$ cat src/rtl/instmem_loader_pkg.sv
// Shared types and defaults for the instruction-memory loader: FSM states,
// command bytes, sizing defaults and the running-checksum helper.
package instmem_loader_pkg;

  typedef enum logic [2:0] {
    ST_IDLE    = 3'd0,
    ST_LEN_LO  = 3'd1,
    ST_LEN_HI  = 3'd2,
    ST_DATA_LO = 3'd3,
    ST_DATA_HI = 3'd4,
    ST_CSUM    = 3'd5
  } state_e;

  localparam int         MEM_DEPTH_DEF   = 2048;
  localparam int         ADDR_W_DEF      = 11;
  localparam int         TIMEOUT_CYC_DEF = 100000;
  localparam logic [7:0] CMD_PROG_DEF    = 8'hA5;
  localparam logic [7:0] CMD_ISR_DEF     = 8'h5A;

  function automatic logic [7:0] csum_update(input logic [7:0] csum, input logic [7:0] b);
    return csum ^ b;
  endfunction

endpackage

$ cat src/rtl/instmem_loader.sv
// Frames a byte stream into halfword writes for the main/ISR instruction memories,
// holding the core during a load and validating the trailing XOR checksum.
module instmem_loader
  import instmem_loader_pkg::*;
#(
  parameter int         MEM_DEPTH   = MEM_DEPTH_DEF,
  parameter int         ADDR_W      = ADDR_W_DEF,
  parameter logic [7:0] CMD_PROG    = CMD_PROG_DEF,
  parameter logic [7:0] CMD_ISR     = CMD_ISR_DEF,
  parameter int         TIMEOUT_CYC = TIMEOUT_CYC_DEF
) (
  input  logic              clk,
  input  logic              nrst,
  input  logic              in_valid,
  input  logic [7:0]        in_data,
  output logic              in_ready,
  output logic              wr_en,
  output logic              wr_sel_isr,
  output logic [ADDR_W-1:0] wr_addr,
  output logic [15:0]       wr_data,
  output logic              core_hold,
  output logic              load_done,
  output logic              load_err
);

  localparam int              TMR_W    = $clog2(TIMEOUT_CYC + 1);
  localparam logic [TMR_W-1:0] TMR_LAST = TMR_W'(TIMEOUT_CYC - 1);
  localparam logic [15:0]     MAX_LEN  = 16'(MEM_DEPTH);

  state_e            state_r, state_s;
  logic              in_ready_r;
  logic              sel_r, sel_s;
  logic              hold_r, hold_s;
  logic [7:0]        len_lo_r, len_lo_s;
  logic [ADDR_W:0]   len_r, len_s;
  logic [ADDR_W-1:0] cnt_r, cnt_s;
  logic [7:0]        csum_r, csum_s;
  logic [7:0]        lo_r, lo_s;
  logic [TMR_W-1:0]  timer_r, timer_s;
  logic              wr_en_r, wr_en_s;
  logic [ADDR_W-1:0] wr_addr_r, wr_addr_s;
  logic [15:0]       wr_data_r, wr_data_s;
  logic              done_r, done_s;
  logic              err_r, err_s;
  logic              hs_s;
  logic [15:0]       len_full_s;
  logic [ADDR_W:0]   last_idx_s;

  assign hs_s       = in_valid & in_ready_r;
  assign len_full_s = {in_data, len_lo_r};
  assign last_idx_s = len_r - (ADDR_W + 1)'(1);

  // Next-state and next-output computation for the frame parser.
  always_comb begin
    state_s   = state_r;
    sel_s     = sel_r;
    hold_s    = hold_r;
    len_lo_s  = len_lo_r;
    len_s     = len_r;
    cnt_s     = cnt_r;
    csum_s    = csum_r;
    lo_s      = lo_r;
    timer_s   = {TMR_W{1'b0}};
    wr_en_s   = 1'b0;
    wr_addr_s = wr_addr_r;
    wr_data_s = wr_data_r;
    done_s    = 1'b0;
    err_s     = 1'b0;
    if (hs_s) begin
      case (state_r)
        ST_IDLE: begin
          // Non-command bytes are dropped so the parser resyncs on the next frame.
          if ((in_data == CMD_PROG) || (in_data == CMD_ISR)) begin
            sel_s   = (in_data == CMD_ISR);
            hold_s  = 1'b1;
            csum_s  = 8'h00;
            cnt_s   = {ADDR_W{1'b0}};
            state_s = ST_LEN_LO;
          end else begin
            state_s = ST_IDLE;
          end
        end
        ST_LEN_LO: begin
          len_lo_s = in_data;
          state_s  = ST_LEN_HI;
        end
        ST_LEN_HI: begin
          if ((len_full_s == 16'h0000) || (len_full_s > MAX_LEN)) begin
            err_s   = 1'b1;
            state_s = ST_IDLE;
          end else begin
            len_s   = len_full_s[ADDR_W:0];
            state_s = ST_DATA_LO;
          end
        end
        ST_DATA_LO: begin
          lo_s    = in_data;
          csum_s  = csum_update(csum_r, in_data);
          state_s = ST_DATA_HI;
        end
        ST_DATA_HI: begin
          wr_en_s   = 1'b1;
          wr_addr_s = cnt_r;
          wr_data_s = {in_data, lo_r};
          csum_s    = csum_update(csum_r, in_data);
          if ({1'b0, cnt_r} == last_idx_s) begin
            state_s = ST_CSUM;
          end else begin
            cnt_s   = cnt_r + ADDR_W'(1);
            state_s = ST_DATA_LO;
          end
        end
        ST_CSUM: begin
          if (in_data == csum_r) begin
            done_s = 1'b1;
            hold_s = 1'b0;
          end else begin
            err_s  = 1'b1;
          end
          state_s = ST_IDLE;
        end
        default: begin
          state_s = ST_IDLE;
        end
      endcase
    end else if (state_r != ST_IDLE) begin
      if (timer_r == TMR_LAST) begin
        err_s   = 1'b1;
        state_s = ST_IDLE;
      end else begin
        timer_s = timer_r + TMR_W'(1);
      end
    end else begin
      timer_s = {TMR_W{1'b0}};
    end
  end

  // State, datapath and registered-output update.
  always_ff @(posedge clk or negedge nrst) begin
    if (!nrst) begin
      state_r    <= ST_IDLE;
      in_ready_r <= 1'b1;
      sel_r      <= 1'b0;
      hold_r     <= 1'b0;
      len_lo_r   <= 8'h00;
      len_r      <= {(ADDR_W + 1){1'b0}};
      cnt_r      <= {ADDR_W{1'b0}};
      csum_r     <= 8'h00;
      lo_r       <= 8'h00;
      timer_r    <= {TMR_W{1'b0}};
      wr_en_r    <= 1'b0;
      wr_addr_r  <= {ADDR_W{1'b0}};
      wr_data_r  <= 16'h0000;
      done_r     <= 1'b0;
      err_r      <= 1'b0;
    end else begin
      state_r    <= state_s;
      in_ready_r <= 1'b1;
      sel_r      <= sel_s;
      hold_r     <= hold_s;
      len_lo_r   <= len_lo_s;
      len_r      <= len_s;
      cnt_r      <= cnt_s;
      csum_r     <= csum_s;
      lo_r       <= lo_s;
      timer_r    <= timer_s;
      wr_en_r    <= wr_en_s;
      wr_addr_r  <= wr_addr_s;
      wr_data_r  <= wr_data_s;
      done_r     <= done_s;
      err_r      <= err_s;
    end
  end

  assign in_ready   = in_ready_r;
  assign wr_en      = wr_en_r;
  assign wr_sel_isr = sel_r;
  assign wr_addr    = wr_addr_r;
  assign wr_data    = wr_data_r;
  assign core_hold  = hold_r;
  assign load_done  = done_r;
  assign load_err   = err_r;

endmodule

$ cat config.mk
export PLATFORM = sky130hd
export DESIGN_NAME = instmem_loader
export DESIGN_NICKNAME = d
export VERILOG_FILES = /design/src/rtl/instmem_loader_pkg.sv /design/src/rtl/instmem_loader.sv
export SDC_FILE = /design/constraint.sdc
export NUM_CORES = 1
export LEC_CHECK = 0
export ABC_AREA = 1
export CAP_MARGIN = 20
export CORE_ASPECT_RATIO = 1.75
export CORE_UTILIZATION = 40
export DETAILED_ROUTE_END_ITERATION = 16
export PLACE_DENSITY = 0.57
export SLEW_MARGIN = 20
export SYNTH_ARGS = -nofsm -noshare
export SYNTH_HDL_FRONTEND = slang
export SYNTH_SLANG_ARGS = --single-unit
$ cat constraint.sdc
create_clock -name clk -period 2.4 [get_ports clk]
set_input_delay 0.36 -clock clk [delete_from_list [all_inputs] [get_ports clk]]
set_output_delay 0.36 -clock clk [all_outputs]
set_load 0.02 [all_outputs]
* Word-level counts from Yosys, hierarchy flattened *
Cells that the tools add are included.

word-level totals
  flip-flop bits (word level) = 99
  input bits = 11
  logic and storage cells = 82

cells by class
  bitwise gates (word level) = 2
  multiplexer cells = 29
  add/subtract/negate cells = 3
  $lt $le $gt $ge = 1
  reductions and logical operators = 20
  eq/ne operators = 13

operators with widths
  operator                                                         number
  2-to-1 mux 17 bit                                                3
  2-to-1 mux 11 bit                                                2
  one-hot mux 11 bit (2 select lines)                              1
  adder 17 x 1 -> 17 bit, second input constant                    1
  equality test 17 bit, second input constant                      1
  greater-than comparator 16 x 12 -> 1 bit, second input constant  1
  zero test 16 bit                                                 1
  one-hot mux 8 bit (2 select lines)                               1
  one-hot mux 3 bit (5 select lines)                               1
  2-to-1 mux 1 bit                                                 13
  equality test 11 x 12 -> 1 bit                                   1
  2-to-1 mux 3 bit                                                 4
  subtractor 12 x 1 -> 12 bit, second input constant               1
  adder 11 x 1 -> 11 bit, second input constant                    1
  nonzero test 2 bit                                               5
  AND reduction 3 bit                                              3
  equality test 8 x 7 -> 1 bit, second input constant              1
  equality test 8 bit                                              1
  equality test 8 bit, second input constant                       1
  2-to-1 mux 8 bit                                                 1
  AND reduction 2 bit                                              4
  AND reduction 4 bit                                              2
  XOR 8 bit                                                        1
  equality test 3 x 2 -> 1 bit, second input constant              2
  other kinds (10)                                                 15

* Longest topological paths before layout *
  depth after elaboration = 5
  depth in mapped cells = 16

* Worst setup path after synthesis *
Ideal clock, no wire load.

  kind = register -> register
  start point = register len_r[0]
  end point = register cnt_r[8]
  stages on the path, launching flop included = 15
  path slack = 0.578 ns
  period minus slack after synthesis = 1.822 ns
  arrival = 1.705 ns
  required time = 2.283 ns
  buffers on the path = 1
  cell sequence = dfrtp_1 inv_2 ha_1 nand2_1 nor2_2 nand2_1 nand2_1 nand2_1 nor2_1 nand2_1 nor2_2 nand3_2 buf_2 nand3_1 nand2_1

between the ends
  word-level cells in the longest chain between the ends = 4

ends and longest elaborated chain
  element                          line                   source
  start, declared                  instmem_loader.sv:35   logic [ADDR_W:0] len_r, len_s;
  start signal, assigned           instmem_loader.sv:146  len_r <= {(ADDR_W + 1){1'b0}};
  start signal, assigned           instmem_loader.sv:162  len_r <= len_s;
  subtractor 12 x 1 -> 12 bit      instmem_loader.sv:51   assign last_idx_s = len_r - (ADDR_W + 1)'(1);
  equality test 11 x 12 -> 1 bit   instmem_loader.sv:106  if ({1'b0, cnt_r} == last_idx_s) begin
  inequality test 2 bit (no line)  n/a
  AND reduction 4 bit (no line)    n/a
  end signal, assigned             instmem_loader.sv:147  cnt_r <= {ADDR_W{1'b0}};
  end signal, assigned             instmem_loader.sv:163  cnt_r <= cnt_s;
  end, declared                    instmem_loader.sv:36   logic [ADDR_W-1:0] cnt_r, cnt_s;

Every way passes these cells.
A chain may end at the register's enable or synchronous reset.

* Worst setup path in the final report *
  start point = register len_r[0]
  end point = register cnt_r[0]

The elaborated chain is that of the path after synthesis.

==> flow_summary.json <==
{
  "grt_use_met3": 0.0269,
  "portBuffers": 42,
  "die_x_um": 86.9,
  "min_period_ps": 2100,
  "grt_start_max_net_pins": 52,
  "hold_buffers": 0,
  "cts_tree": "yes",
  "yosysSeqAreaShare": 0.491,
  "yosys.area_share.simple": 0.299,
  "synth_top_family_by_area": "simple AND/OR/NAND/NOR gates",
  "maxSlewHeadroom": 0.538,
  "syn-num-nets": 658,
  "drv_cap": 0,
  "grt_pass1_vias": 4261,
  "grt_setup_unrepaired": "no",
  "use_met1": 0.218,
  "fmax_ghz": 0.477,
  "post_synth_fa_ha_maj_area_fraction": 0.00744,
  "area_delta_synth_final_pct": 18.9,
  "grt-ovfl-total": 0,
  "critPathSlowestCell": "dfrtp_1",
  "critical_path.top_delay_family": "simple AND/OR/NAND/NOR gates",
  "end_kind": "register",
  "vias_per_cell": 4.88,
  "r2r_end": "cnt_r[0]",
  "cts_sinks": 99,
  "holdCritPathClass": "input pin to async pin",
  "synth_xor_area_frac": 0.0364,
  "vias": 4243,
  "muxShareOfSynthArea": 0,
  "top_usage_layer": "met2",
  "synthFlopType": "dfrtp_1",
  "synth_edf_count": 0,
  "die_area_sq_um": 13100,
  "regArea_sq_um": 2480,
  "synth_cell_types": 35,
  "wl_per_cell_um": 14.5,
  "reg2reg_from": "len_r[0]",
  "setup_viol": 0,
  "synthCells": 644,
  "dr.pass1.iters": 4,
  "cp_max_fo": 10,
  "internal_power_mw": 3.41,
  "die_height_um": 151,
  "yosys_warnings": 0,
  "clkTransAtPathRegs_ps": 70,
  "cts_root_buf": "clkbuf_16",
  "powerDensity_nw_per_um2": 872,
  "path_buf_inv": 3,
  "clk_path_buf_depth": 2,
  "fill_cells": 1226,
  "clkPwrFrac": 0.253,
  "cp.required_ps": 2630,
  "wirelength_mm": 12.6,
  "grt_usage": 0.209,
  "startpoint": "len_r[0]",
  "fin_crit_sh": 0.874,
  "post_cts_buffers": 0,
  "globalRouteMet2Util": 0.398,
  "r2r_slack_ps": 300,
  "cts_resized": 0,
  "place_hpwl_mm": 9.65,
  "antennaDiodeCount": 0,
  "pwr-share-comb": 0.317,
  "drt_iter0_drc": 227,
  "nets": 711,
  "crit_top_cell": "nand3_1",
  "finClkSkew_ps": 7.32,
  "grt_pass1_wl_mm": 20.7,
  "reg2reg_depth": 12,
  "core_area_sq_um": 12400,
  "drive_above_1_share": 0.0984,
  "ctsHtreeMaxLevel": 3,
  "peakVddDrop_uv": 398,
  "outcome": "finished clean",
  "place_congestion": 0.892,
  "max_slew.worst_pin.slew_ps": 693,
  "cts_buffers": 9,
  "hold_viol": 0,
  "timing.hold.ws_ps": 68.3,
  "setup_tns_ps": 0,
  "ant_nets": 0,
  "p_leak_nw": 2.85,
  "critical_path_class": "register to register",
  "critPathMaxStageDelay_ps": 380,
  "avgSynthCellArea_sq_um": 7.84,
  "switching_share": 0.348,
  "initial_utilization": 0.408,
  "p_switching_mw": 1.82,
  "slew_viol_final": 0,
  "synth_area_sq_um": 5050,
  "io_pins": 44,
  "clock_latency_ps": 340,
  "rows": 54,
  "route.detailed.drc": 0,
  "async_flop_share": 1.00,
  "ys_ff_latch": 99,
  "sequentialPowerShare": 0.431,
  "path_cells": "inv_2 -> ha_1 -> nand2_1 -> nor2_2 -> inv_1 -> nand3_1 -> nand3_1 -> nor2_1 -> nand3_2 -> buf_4 -> nand3_1 -> nand2_1",
  "multi_input_area_sq_um": 2200,
  "antenna_found_initial": 0,
  "synth_compound_area_frac": 0.0935,
  "cp.arrival_ps": 2330,
  "cp-start-kind": "register"
}
synth_stat cells (all sizes together), types with 10 or more instances:
master,number,area (sq um)
nor4,10,68.8
xor2,11,96.3
dfrtp,99,2480
nand4,10,77.6
xnor2,10,87.6
nor2,71,297
inv,66,248
nand3,35,185
o21ai,63,360
nand2,212,803
a21oi,13,68.8
buf,12,83.8
cell usage in the layout, fill, tap and decap left out, drive strengths merged:
| cell | instances |
|---|---|
| nand2 | 212 |
| dfrtp | 99 |
| nor2 | 71 |
| inv | 67 |
| o21ai | 63 |
| clkdlybuf4s50 | 41 |
| nand3 | 35 |
| buf | 22 |
| a21oi | 13 |
| clkbuf | 12 |
| xor2 | 11 |
| xnor2 | 10 |
| nor4 | 10 |
| nand4 | 10 |
| nor3 | 8 |
| nand3b | 3 |
| ha | 3 |
| o21a | 2 |
| a31oi | 2 |
| nor3b | 1 |
| or2 | 1 |
| a211oi | 1 |
| o211ai | 1 |
| conb | 1 |
| clkinv | 1 |
| clkinvlp | 1 |
power by group through the flow:
| stage | registers, mW | logic, mW | clock network [mW] |
|---|---|---|---|
| after floorplan | 2.43 | 0.856 | 0 |
| after global placement | 2.28 | 1.65 | 0 |
| after detailed placement | 2.29 | 1.67 | 0 |
| after CTS | 2.26 | 1.68 | 1.37 |
| after global routing | 2.30 | 1.86 | 1.41 |
| final | 2.25 | 1.66 | 1.32 |
flip-flops by register name, indices dropped and copies added, names as in the netlist, 8 cells and up:
| register | cells |
|---|---|
| cnt_r | 11 |
| wr_data | 16 |
| lo_r | 8 |
| len_lo_r | 8 |
| len_r | 12 |
| timer_r | 17 |
| csum_r | 8 |
| wr_addr | 11 |
final cells by class:
type | instances | area share
Sequential cell | 99 | 0.413
Multi-Input combinational cell | 458 | 0.367
Timing Repair Buffer | 63 | 0.100
Inverter | 66 | 0.0413
Clock buffer | 12 | 0.0394
Tap cell | 168 | 0.0350
Clock inverter | 3 | 0.00417
per-stage QoR:
| step | worst slack (ps) | power [mW] | cells | utilization | cell area (sq um) |
|---|---|---|---|---|---|
| 2_1_floorplan | 578 | 3.28 | 644 | - | 5050 |
| 3_3_place_gp | 116 | 3.93 | 854 | 0.464 | 5740 |
| 3_5_place_dp | 110 | 3.96 | 854 | 0.464 | 5740 |
| 4_1_cts | 300 | 5.30 | 869 | 0.485 | 6000 |
| 5_1_grt | 112 | 5.58 | 869 | 0.485 | 6000 |
| 6_report | 303 | 5.23 | 869 | 0.485 | 6000 |
metal layers:
metal	wire length, um	vias up
met2	7050	68
met4	505	0
met1	4820	1994
met3	254	30
met5	0	-
li1	-	2151
worst max path at each step:
stage	to	slack [ps]	cells past startpoint
floorplan	cnt_r[8]	580	14
global placement	csum_r[0]	120	11
detailed placement	cnt_r[0]	110	10
CTS	cnt_r[0]	300	12
global route	cnt_r[0]	110	12
finish	cnt_r[0]	300	12
logic make-up after synthesis:
logic type,after synthesis
AOI/OAI and AO/OA,82
buffers and inverters,87
DFF,99
and+or+nand+nor,351
xor gates and xnor gates,21
other,1
adders and majority gates,3
No activity file was read; power rests on OpenSTA's default activity.
